===== src/rtl/catraca_arbitro.sv =====
// rtl/catraca_arbitro.sv - shared bus turnstile controller with per-card saturating balances
//
// Purpose: arbitrates card swipes from NPASS passengers, debits the granted
// card and holds the turnstile released for T_LIBERA cycles. A swipe with a
// zero balance is refused with a one-cycle negado pulse. A held swipe is
// served once; a new service needs release and re-swipe.
//
// Configuration macro: CATRACA_RR_EN
//   defined   - simultaneous requests resolved round-robin from prio
//   undefined - simultaneous requests are ignored until only one remains
//
// Ports:
//   clock    in   system clock, rising edge
//   reset    in   asynchronous active-high reset
//   passe    in   [NPASS]   card swipe levels, bit i = passenger i
//   carrega  in   [2*NPASS] top-up amount per card, bits [2i+1:2i]
//   catraca  out  turnstile released
//   conta    out  [3]       balance of card atual
//   atual    out  [AW]      last granted or denied passenger
//   negado   out  one-cycle pulse on a refused swipe

module catraca_arbitro #(
    parameter int NPASS     = 2,
    parameter int SALDO_MAX = 5,
    parameter int T_LIBERA  = 3
) (
    input  logic                                        clock,
    input  logic                                        reset,
    input  logic [NPASS-1:0]                            passe,
    input  logic [2*NPASS-1:0]                          carrega,
    output logic                                        catraca,
    output logic [2:0]                                  conta,
    output logic [((NPASS > 1) ? $clog2(NPASS) : 1)-1:0] atual,
    output logic                                        negado
);

    localparam int AW = (NPASS > 1) ? $clog2(NPASS) : 1;
    localparam int TW = (T_LIBERA > 1) ? $clog2(T_LIBERA) : 1;
    localparam logic [3:0] SAT = 4'(SALDO_MAX);

    typedef enum logic {
        TRAVADA  = 1'b0,
        LIBERADA = 1'b1
    } estado_t;

    estado_t          estado_q, estado_d;
    logic [2:0]       saldo_q [NPASS];
    logic [2:0]       saldo_d [NPASS];
    logic [NPASS-1:0] armado_q, armado_d;
    logic [TW-1:0]    timer_q, timer_d;
    logic [AW-1:0]    atual_q, atual_d;
    logic             negado_q, negado_d;

    logic [NPASS-1:0] req;
    logic [NPASS-1:0] servido;
    logic [NPASS-1:0] debito;
    logic             tem_vencedor;
    logic [AW-1:0]    venc;

    assign req = passe & armado_q;

`ifdef CATRACA_RR_EN
    logic [AW-1:0] prio_q, prio_d;
    int            soma;

    // First requester at or above prio, wrapping past NPASS-1.
    always_comb begin
        tem_vencedor = 1'b0;
        venc         = '0;
        soma         = 0;
        for (int k = 0; k < NPASS; k++) begin
            soma = int'(prio_q) + k;
            if (soma >= NPASS) begin
                soma = soma - NPASS;
            end
            if (!tem_vencedor && req[AW'(soma)]) begin
                tem_vencedor = 1'b1;
                venc         = AW'(soma);
            end
        end
    end

    always_comb begin
        prio_d = prio_q;
        if (|servido) begin
            prio_d = (venc == AW'(NPASS - 1)) ? '0 : venc + AW'(1);
        end
    end

    always_ff @(posedge clock or posedge reset) begin
        if (reset) begin
            prio_q <= '0;
        end else begin
            prio_q <= prio_d;
        end
    end
`else
    int n_req;

    // Without round-robin only a lone requester is served; contention stalls.
    always_comb begin
        n_req = 0;
        venc  = '0;
        for (int k = 0; k < NPASS; k++) begin
            if (req[k]) begin
                n_req = n_req + 1;
                venc  = AW'(k);
            end
        end
        tem_vencedor = (n_req == 1);
    end
`endif

    always_comb begin
        estado_d = estado_q;
        timer_d  = timer_q;
        atual_d  = atual_q;
        negado_d = 1'b0;
        servido  = '0;
        debito   = '0;
        case (estado_q)
            TRAVADA: begin
                if (tem_vencedor) begin
                    atual_d       = venc;
                    servido[venc] = 1'b1;
                    if (saldo_q[venc] != 3'd0) begin
                        debito[venc] = 1'b1;
                        timer_d      = TW'(T_LIBERA - 1);
                        estado_d     = LIBERADA;
                    end else begin
                        negado_d = 1'b1;
                    end
                end
            end
            LIBERADA: begin
                if (timer_q == '0) begin
                    estado_d = TRAVADA;
                end else begin
                    timer_d = timer_q - TW'(1);
                end
            end
            default: estado_d = TRAVADA;
        endcase
    end

    // Top-up and debit both apply before saturation; 4 bits hold 7+3.
    always_comb begin
        logic [3:0] n;
        n = '0;
        for (int i = 0; i < NPASS; i++) begin
            n          = {1'b0, saldo_q[i]} + {2'b00, carrega[2*i +: 2]} - {3'b000, debito[i]};
            saldo_d[i] = (n > SAT) ? SAT[2:0] : n[2:0];
        end
    end

    // Releasing the card re-arms it; serving it disarms until the next release.
    always_comb begin
        for (int i = 0; i < NPASS; i++) begin
            if (!passe[i]) begin
                armado_d[i] = 1'b1;
            end else if (servido[i]) begin
                armado_d[i] = 1'b0;
            end else begin
                armado_d[i] = armado_q[i];
            end
        end
    end

    always_ff @(posedge clock or posedge reset) begin
        if (reset) begin
            estado_q <= TRAVADA;
            timer_q  <= '0;
            atual_q  <= '0;
            negado_q <= 1'b0;
            armado_q <= '0;
            for (int i = 0; i < NPASS; i++) begin
                saldo_q[i] <= 3'd0;
            end
        end else begin
            estado_q <= estado_d;
            timer_q  <= timer_d;
            atual_q  <= atual_d;
            negado_q <= negado_d;
            armado_q <= armado_d;
            for (int i = 0; i < NPASS; i++) begin
                saldo_q[i] <= saldo_d[i];
            end
        end
    end

    assign catraca = (estado_q == LIBERADA);
    assign conta   = saldo_q[atual_q];
    assign atual   = atual_q;
    assign negado  = negado_q;

endmodule


===== config.mk =====
export PLATFORM = sky130hd
export DESIGN_NAME = catraca_arbitro
export DESIGN_NICKNAME = d
export VERILOG_FILES = /design/src/rtl/catraca_arbitro.sv
export SDC_FILE = /design/constraint.sdc
export NUM_CORES = 1
export LEC_CHECK = 0
export ABC_AREA = 0
export CORE_MARGIN = 4
export CORE_UTILIZATION = 56
export DETAILED_ROUTE_END_ITERATION = 6
export PLACE_DENSITY_LB_ADDON = 0.3
export SKIP_CTS_REPAIR_TIMING = 1
export SYNTH_ARGS = -nofsm -noshare
export SYNTH_HDL_FRONTEND = slang
export SYNTH_SLANG_ARGS = --single-unit

===== constraint.sdc =====
create_clock -name clock -period 7.8 [get_ports clock]
set_input_delay 1.56 -clock clock [delete_from_list [all_inputs] [get_ports clock]]
set_output_delay 1.56 -clock clock [all_outputs]
set_load 0.02 [all_outputs]

==> results_dict.tcl, run 1 <==
set metrics [dict create \
    status "completed" \
    synth_top_area_share 0.3504 \
    rsz0062_at_grt "false" \
    dpl_worst_slack_ps 3386 \
    synthArstFlopShare 1.000 \
    synth-seq-cells 13 \
    synth_cell_types 24 \
    grt_max_degree 14 \
    final_common_cell "inv_1" \
    worstPathArrival_ps 4290 \
    grt_pass1_vias 647 \
    instances_no_fill 130 \
    final_cell_mix "inv_1 (23), ha_1 (13), dfrtp_1 (13), clkdlybuf4s50_1 (13), nand2_1 (9)" \
    crit_fanout 5 \
    drtIter0Drc 11 \
    synth_area_um2 928.4 \
    routed_wl_um 1518 \
    fin_nets 138 \
    dr.pass1.iters 4 \
    syn_nets 120 \
    io_pins 14 \
    tightest_slew_ps 470.8 \
    yosysTopAreaCell "dfrtp_1" \
    vias 678 \
    period_share 0.5324 \
    numPortBuffers 13 \
    p_leak_nw 0.5629 \
    worst-setup-path-type "primary input to register" \
    setup_ws_ps 3647 \
    grt_overflow_total 0 \
    syn_inst 97 \
    ctsHtreeMaxLevel 1 \
    antenna_found_initial 0 \
    insertedDiodeCount 0 \
    yosysSeqAreaShare 0.3504 \
    die_h_um 48.72 \
    ir_drop_v 0.0001855 \
    ys_warn_count 0 \
    dp_hpwl_um 1243 \
    post-route-drc-count 0 \
    start_util 0.6023 \
    dieArea_mm2 0.002373 \
    core_mm2 0.001541 \
    relSlewSlack 0.6858 \
    numClockSinks 13 \
    syn_to_final_growth_pct 19.14 \
    cts_buffers 3 \
    die_w_um 48.72 \
    maxSlewViolCount 0 \
    route.antenna.remaining_nets 0 \
    clk_latency_ps 280 \
    dpl.cell_count 126 \
    viasPerCell 5.215 \
    grt_pass1_wl_um 2649 \
    cts_buffer_depth 2 \
    synth_area_leaders "dfrtp_1 (35%), ha_1 (18%), inv_1 (9.3%)" \
    row_count 14 \
    drv_cap 0 \
    cp.required_ps 7940 \
    gp_congestion 0.7590 \
    startpoint_type "primary input" \
    avgSynthCellArea_um2 9.571 \
    cts_tree "yes" \
    drt-wirelength-per-cell_um 11.68 \
    yosys_most_used_dff "dfrtp_1" \
    drive_gt1_frac 0.09649 \
    setup-tns-final_ps 0 \
    max_freq_mhz 240.8 \
    powerDensity_mw_per_mm2 343.4 \
    skew_ps 10.77 \
    period_needed_ps 4153 \
    cts_root_buffer "clkbuf_4" \
    min-delay-path-class "register to register" \
    grt_use_total 0.1409 \
    setup_viol 0 \
    finalHoldViolations 0 \
    synth_edf_count 0 \
    end_kind "register" \
    clk_pin_slew_ps 90 \
]
synthesized netlist by cell type (all sizes together), types with 2 or more instances:
library cell  instances
nand4b                2
dfrtp                13
fa                    2
nand2                 9
nand2b                3
nor2                  2
o21ai                 7
and3                  3
and4                  2
or3                   3
o211ai                2
ha                   13
a21o                  3
xnor2                 2
inv                  23
nand3                 2
registers in the layout, indices dropped and copies added, names as in the netlist:
| name | flops |
|---|---|
| catraca | 1 |
| saldo_q | 6 |
| timer_q | 2 |
| negado | 1 |
| atual | 1 |
| armado_q | 2 |
final cells by class:
type	count	area, µm²
Tap cell	16	20.02
Clock inverter	1	5.005
Fill cell	129	435.4
Clock buffer	3	22.52
Inverter	23	86.33
Timing Repair Buffer	13	130.1
Multi-Input combinational cell	61	516.7
Sequential cell	13	325.3
final timing paths:
kind | endpoint | depth (start not counted) | slack (ps) | start
setup / recovery | saldo_q[3] | 13 | 3650 | passe[1]
min in group asynchronous | timer_q[0] | 2 | 1580 | reset
hold reg to reg | timer_q[1] | 2 | 500 | timer_q[1]
max in group asynchronous | negado | 2 | 5890 | reset
setup reg to reg | saldo_q[3] | 12 | 5000 | armado_q[1]
hold / removal | timer_q[1] | 2 | 500 | timer_q[1]
power breakdown:
| part | internal, mW | switching (mW) | total [mW] |
|---|---|---|---|
| clock | 0.0190 | 0.0223 | 0.0413 |
| sequential | 0.0930 | 0.0231 | 0.116 |
| combinational | 0.111 | 0.111 | 0.222 |
through the flow:
| step | util | hold slack (ps) | cell area (µm²) | power (mW) |
|---|---|---|---|---|
| final | 0.7175 | 501.6 | 1106 | 0.3798 |
| after global placement | 0.6997 | 479.8 | 1079 | 0.3323 |
| after floorplan | - | 466.7 | 928.4 | 0.2747 |
| after detailed placement | 0.6997 | 485.3 | 1079 | 0.3415 |
| after global routing | 0.7175 | 563.1 | 1106 | 0.4176 |
| after CTS | 0.7175 | 504.1 | 1106 | 0.3847 |
routing by layer:
| metal | routed length, µm | up-vias | GRT usage |
|---|---|---|---|
| met4 | 50 | 0 | 0.1076 |
| met3 | 53 | 5 | 0.02761 |
| met1 | 709 | 305 | 0.1625 |
| met5 | 0 | - | 0 |
| li1 | - | 355 | - |
| met2 | 704 | 13 | 0.2261 |
worst max-delay path: stages:
cell and delay [ps]:
clkdlybuf4s50_1 440, nand2_1 190, inv_1 100, ha_1 290
nor2_1 260, o311a_1 230, ha_1 120, inv_1 40
ha_1 200, fa_1 380, xnor2_1 250, nand2b_1 150
nand4b_1 100
kinds of logic after synthesis:
kind of cell | after synthesis | share of synthesized area
buf+inv | 23 | 0.09299
mux | 1 | 0.01213
fa+ha+maj | 15 | 0.2183
xor+xnor | 2 | 0.01887
compound gates | 15 | 0.1186
flops | 13 | 0.3504
simple gates | 28 | 0.1887
Note: power is estimated with default switching activity, not from simulation.
==> inputs of run 2 (changes only) <==
--- a/config.mk
+++ b/config.mk
@@ -7,7 +7,7 @@
 export LEC_CHECK = 0
 export ABC_AREA = 0
 export CORE_MARGIN = 4
-export CORE_UTILIZATION = 56
+export CORE_UTILIZATION = 47
 export DETAILED_ROUTE_END_ITERATION = 6
 export PLACE_DENSITY_LB_ADDON = 0.3
 export SKIP_CTS_REPAIR_TIMING = 1
==> constraint.sdc (replaced) <==
create_clock -name clock -period 3.7 [get_ports clock]
set_input_delay 0.74 -clock clock [delete_from_list [all_inputs] [get_ports clock]]
set_output_delay 0.74 -clock clock [all_outputs]
set_load 0.02 [all_outputs]
==> results_dict.tcl, run 2 (same netlist as run 1, synthesis figures left out) <==
set metrics [dict create \
    clk_latency_ps 270 \
    worstPathArrival_ps 3480 \
    dp_hpwl_um 1319 \
    die_h_um 52.45 \
    end_kind "register" \
    core_mm2 0.001802 \
    grt_max_degree 14 \
    drv_cap 0 \
    cts_root_buffer "clkbuf_4" \
    maxSlewViolCount 0 \
    antenna_found_initial 0 \
    setup-tns-final_ps 0 \
    cts_tree "yes" \
    fin_nets 138 \
    largest_reg_flops 6 \
    viasPerCell 4.942 \
    route.antenna.remaining_nets 0 \
    finalPower_uw 804.8 \
    min-delay-path-class "register to register" \
    relSlewSlack 0.6856 \
    rsz0062_at_grt "false" \
    dr.pass1.iters 4 \
    post-route-drc-count 0 \
    period_needed_ps 3346 \
    numPortBuffers 13 \
    dpl.cell_count 135 \
    syn_to_final_growth_pct 20.22 \
    powerDensity_mw_per_mm2 721.1 \
    tightest_slew_ps 471.2 \
    regToRegEndpoint "saldo_q[3]" \
    numClockSinks 13 \
    grt_use_total 0.1413 \
    crit-reg2reg-launch "armado_q[1]" \
    routed_wl_um 1619 \
    cts_buffers 3 \
    gp_congestion 0.7740 \
    dieArea_mm2 0.002750 \
    r2r_slack_ps 880 \
    grt_pass1_wl_um 2842 \
    final_cell_mix "inv_1 (23), ha_1 (13), dfrtp_1 (13), clkdlybuf4s50_1 (13), nand2_1 (9)" \
    startpoint_type "primary input" \
    grt_overflow_total 0 \
    cts_buffer_depth 2 \
    io_pins 14 \
    row_count 15 \
    setup_ws_ps 353.5 \
    instances_no_fill 139 \
    crit_fanout 5 \
    drtIter0Drc 11 \
    min_from "timer_q[1]" \
    cp.required_ps 3840 \
    worst-setup-path-type "primary input to register" \
    p_leak_nw 0.5602 \
    drt-wirelength-per-cell_um 11.65 \
    nFillCells 162 \
    setup_viol 0 \
    clk_pin_slew_ps 80 \
    max_freq_mhz 298.8 \
    insertedDiodeCount 0 \
    period_share 0.9045 \
    regMostFlops "saldo_q" \
    grt_pass1_vias 715 \
    ctsHtreeMaxLevel 1 \
    min_delay_path_depth 2 \
    worstHoldEndpoint "timer_q[1]" \
    die_w_um 52.45 \
    vias 687 \
    largestRegisters "saldo_q (6), armado_q (2), timer_q (2)" \
    status "completed" \
    reg2reg_depth 12 \
    skew_ps 3.183 \
    final_common_cell "inv_1" \
    finalHoldViolations 0 \
    dpl_worst_slack_ps 91.09 \
    drive_gt1_frac 0.08772 \
    start_util 0.5153 \
    ir_drop_v 0.0003761 \
]
==> run 2: per-layer routing <==
metal  global-route usage  vias to the layer above  part of all wire
met2               0.2128                       16              0.46
met4              0.09787                        0             0.011
met5                    0                        -                 0
met1               0.1841                      314              0.49
li1                     -                      355                 -
met3              0.01994                        2             0.038
==> run 2: worst max path at each step <==
stage | start | end | depth (start not counted)
3_5_place_dp | passe[1] | saldo_q[3] | 13
2_1_floorplan | passe[1] | saldo_q[4] | 11
5_1_grt | passe[1] | saldo_q[3] | 13
6_report | passe[1] | saldo_q[3] | 13
4_1_cts | passe[1] | saldo_q[3] | 13
3_3_place_gp | passe[1] | saldo_q[0] | 13
==> run 2: power breakdown <==
group / switching (mW) / internal (mW) / leakage, nW
Sequential: 0.0527 / 0.196 / 0.148
Combinational: 0.237 / 0.233 / 0.398
Clock: 0.0437 / 0.0417 / 0.0150
==> run 2: cell type report <==
| type | instances | area [µm²] | share of cell area |
|---|---|---|---|
| clock buffer | 4 | 26.28 | 0.02354 |
| inverter | 23 | 86.33 | 0.07735 |
| multi-input combinational | 61 | 516.7 | 0.4630 |
| sequential | 13 | 325.3 | 0.2915 |
| tap | 25 | 31.28 | 0.02803 |
| timing repair buffer | 13 | 130.1 | 0.1166 |
==> run 2: metrics by stage <==
step,hold slack [ps],utilization,cell area (µm²)
global route,552.3,0.6194,1116
global placement,485.6,0.6049,1090
detailed placement,497.3,0.6049,1090
finish,501.9,0.6194,1116
floorplan,466.7,-,928.4
CTS,514.9,0.6194,1116
==> run 2: critical path, cell delays in order <==
cell             delay (ps)
clkdlybuf4s50_1         430
nand2_1                 180
inv_1                   100
ha_1                    290
nor2_1                  240
o311a_1                 230
ha_1                    130
inv_1                    40
ha_1                    200
fa_1                    380
xnor2_1                 260
nand2b_1                140
nand4b_1                100
==> RTL change, RTL diff (settings of run 1) <==
The option `CATRACA_RR_EN` is turned on by a define.
--- a/src/rtl/catraca_arbitro.sv
+++ b/src/rtl/catraca_arbitro.sv
@@ -19,4 +19,6 @@
 //   atual    out  [AW]      last granted or denied passenger
 //   negado   out  one-cycle pulse on a refused swipe
+
+`define CATRACA_RR_EN
 
 module catraca_arbitro #(
Behaviour: not the same (Yosys sat finds a counterexample within 4 cycles, from zero or initial values and one cycle with reset high).
==> RTL change against run 1 <==
Sequential power grew 7%. Highest routed layer unchanged. Critical endpoint is now saldo_q[0]. Synthesized area down 6.9%. Routed wire length is 1.1% higher. Synthesized cell count decreased by 8.2%. Design area is 6.9% lower. Worst setup slack improved by 0.44 ns. Sequential cell count stayed put. Register-to-register slack improved by 0.08 ns. Power up 2.6%.
==> RTL change: results (changes against run 1) <==
[status]
outcome=finished, final reports clean  ; unchanged

[finish]
nets=127  ; was 138
top_regs=saldo_q x6, timer_q x2  ; was saldo_q x6, armado_q x2, timer_q x2
layout-drive-gt1-share_pct=7.62  ; was 9.65%

[worst_setup_path]
r2r-start=saldo_q[1]  ; was armado_q[1]
endpoint=saldo_q[0]  ; was saldo_q[3]
r2r_setup_slack_ns=5.08  ; was 5.00 ns

[logic_synthesis]
synth_cell_types=25  ; was 24
yosys-top-cells-area=dfrtp_1 (38%), ha_1 (16%), inv_1 (8.7%)  ; was dfrtp_1 (35%), ha_1 (18%), inv_1 (9.3%)
synth_commonest_cells=inv_1 (20), dfrtp_1 (13), ha_1 (11)  ; was inv_1 (23), dfrtp_1 (13), ha_1 (13)
synth.avg_cell_area_um2=9.71  ; was 9.57 um2
synth.net_count=110  ; was 120

[worst_hold_path]
hold_start=timer_q[0]  ; was timer_q[1]
worstHoldPathCells=1  ; was 2
hold_end=timer_q[0]  ; was timer_q[1]

[timing]
slew_headroom_pct=68.1  ; was 68.6%
fin_worst_skew_ns=0.000848  ; was 0.0108 ns
whs_ns=0.523  ; was 0.502 ns

[placed_design]
place.detailed.hpwl_mm=1.28  ; was 1.24 mm
globalplace.congestion=0.794  ; was 0.759
place_inst=116  ; was 126

[grt]
grtUsageMet2_pct=29.4  ; was 22.6%
first_global_vias=653  ; was 647
grt.total_usage_pct=17.5  ; was 14.1%
grt_pass1_wl_mm=2.66  ; was 2.65 mm

[detailed_routing]
drtIter0Drc=3  ; was 11
wl_met1_um=686  ; was 709 um

[power]
p_clk_mw=0.0399  ; was 0.0413 mW
p_comb_mw=0.226  ; was 0.222 mW

==> RTL change: logic make-up (layout without fill, tap and decap cells) <==
| logic type | count (synthesis) | count (layout) | share of synthesized area [%] |
|---|---|---|---|
| and+or+nand+nor | 27 | 27 | 19.5 |
| buffers and inverters | 20 | 36 | 8.68 |
| adders and majority gates | 13 | 13 | 20.5 |
| DFF | 13 | 13 | 37.6 |
| AOI/OAI and AO/OA | 11 | 11 | 7.81 |
| xor gates and xnor gates | 3 | 3 | 3.04 |
| muxes | 2 | 2 | 2.75 |
==> RTL change: final cells by class <==
| type | instances | area (um2) |
|---|---|---|
| multi-input cells | 56 | 464 |
| repair buffers | 12 | 120 |
| inverters | 20 | 75.1 |
| well taps | 15 | 18.8 |
| flip-flops and latches | 13 | 325 |
| clock buffers | 4 | 26.3 |
| fillers | 104 | 353 |
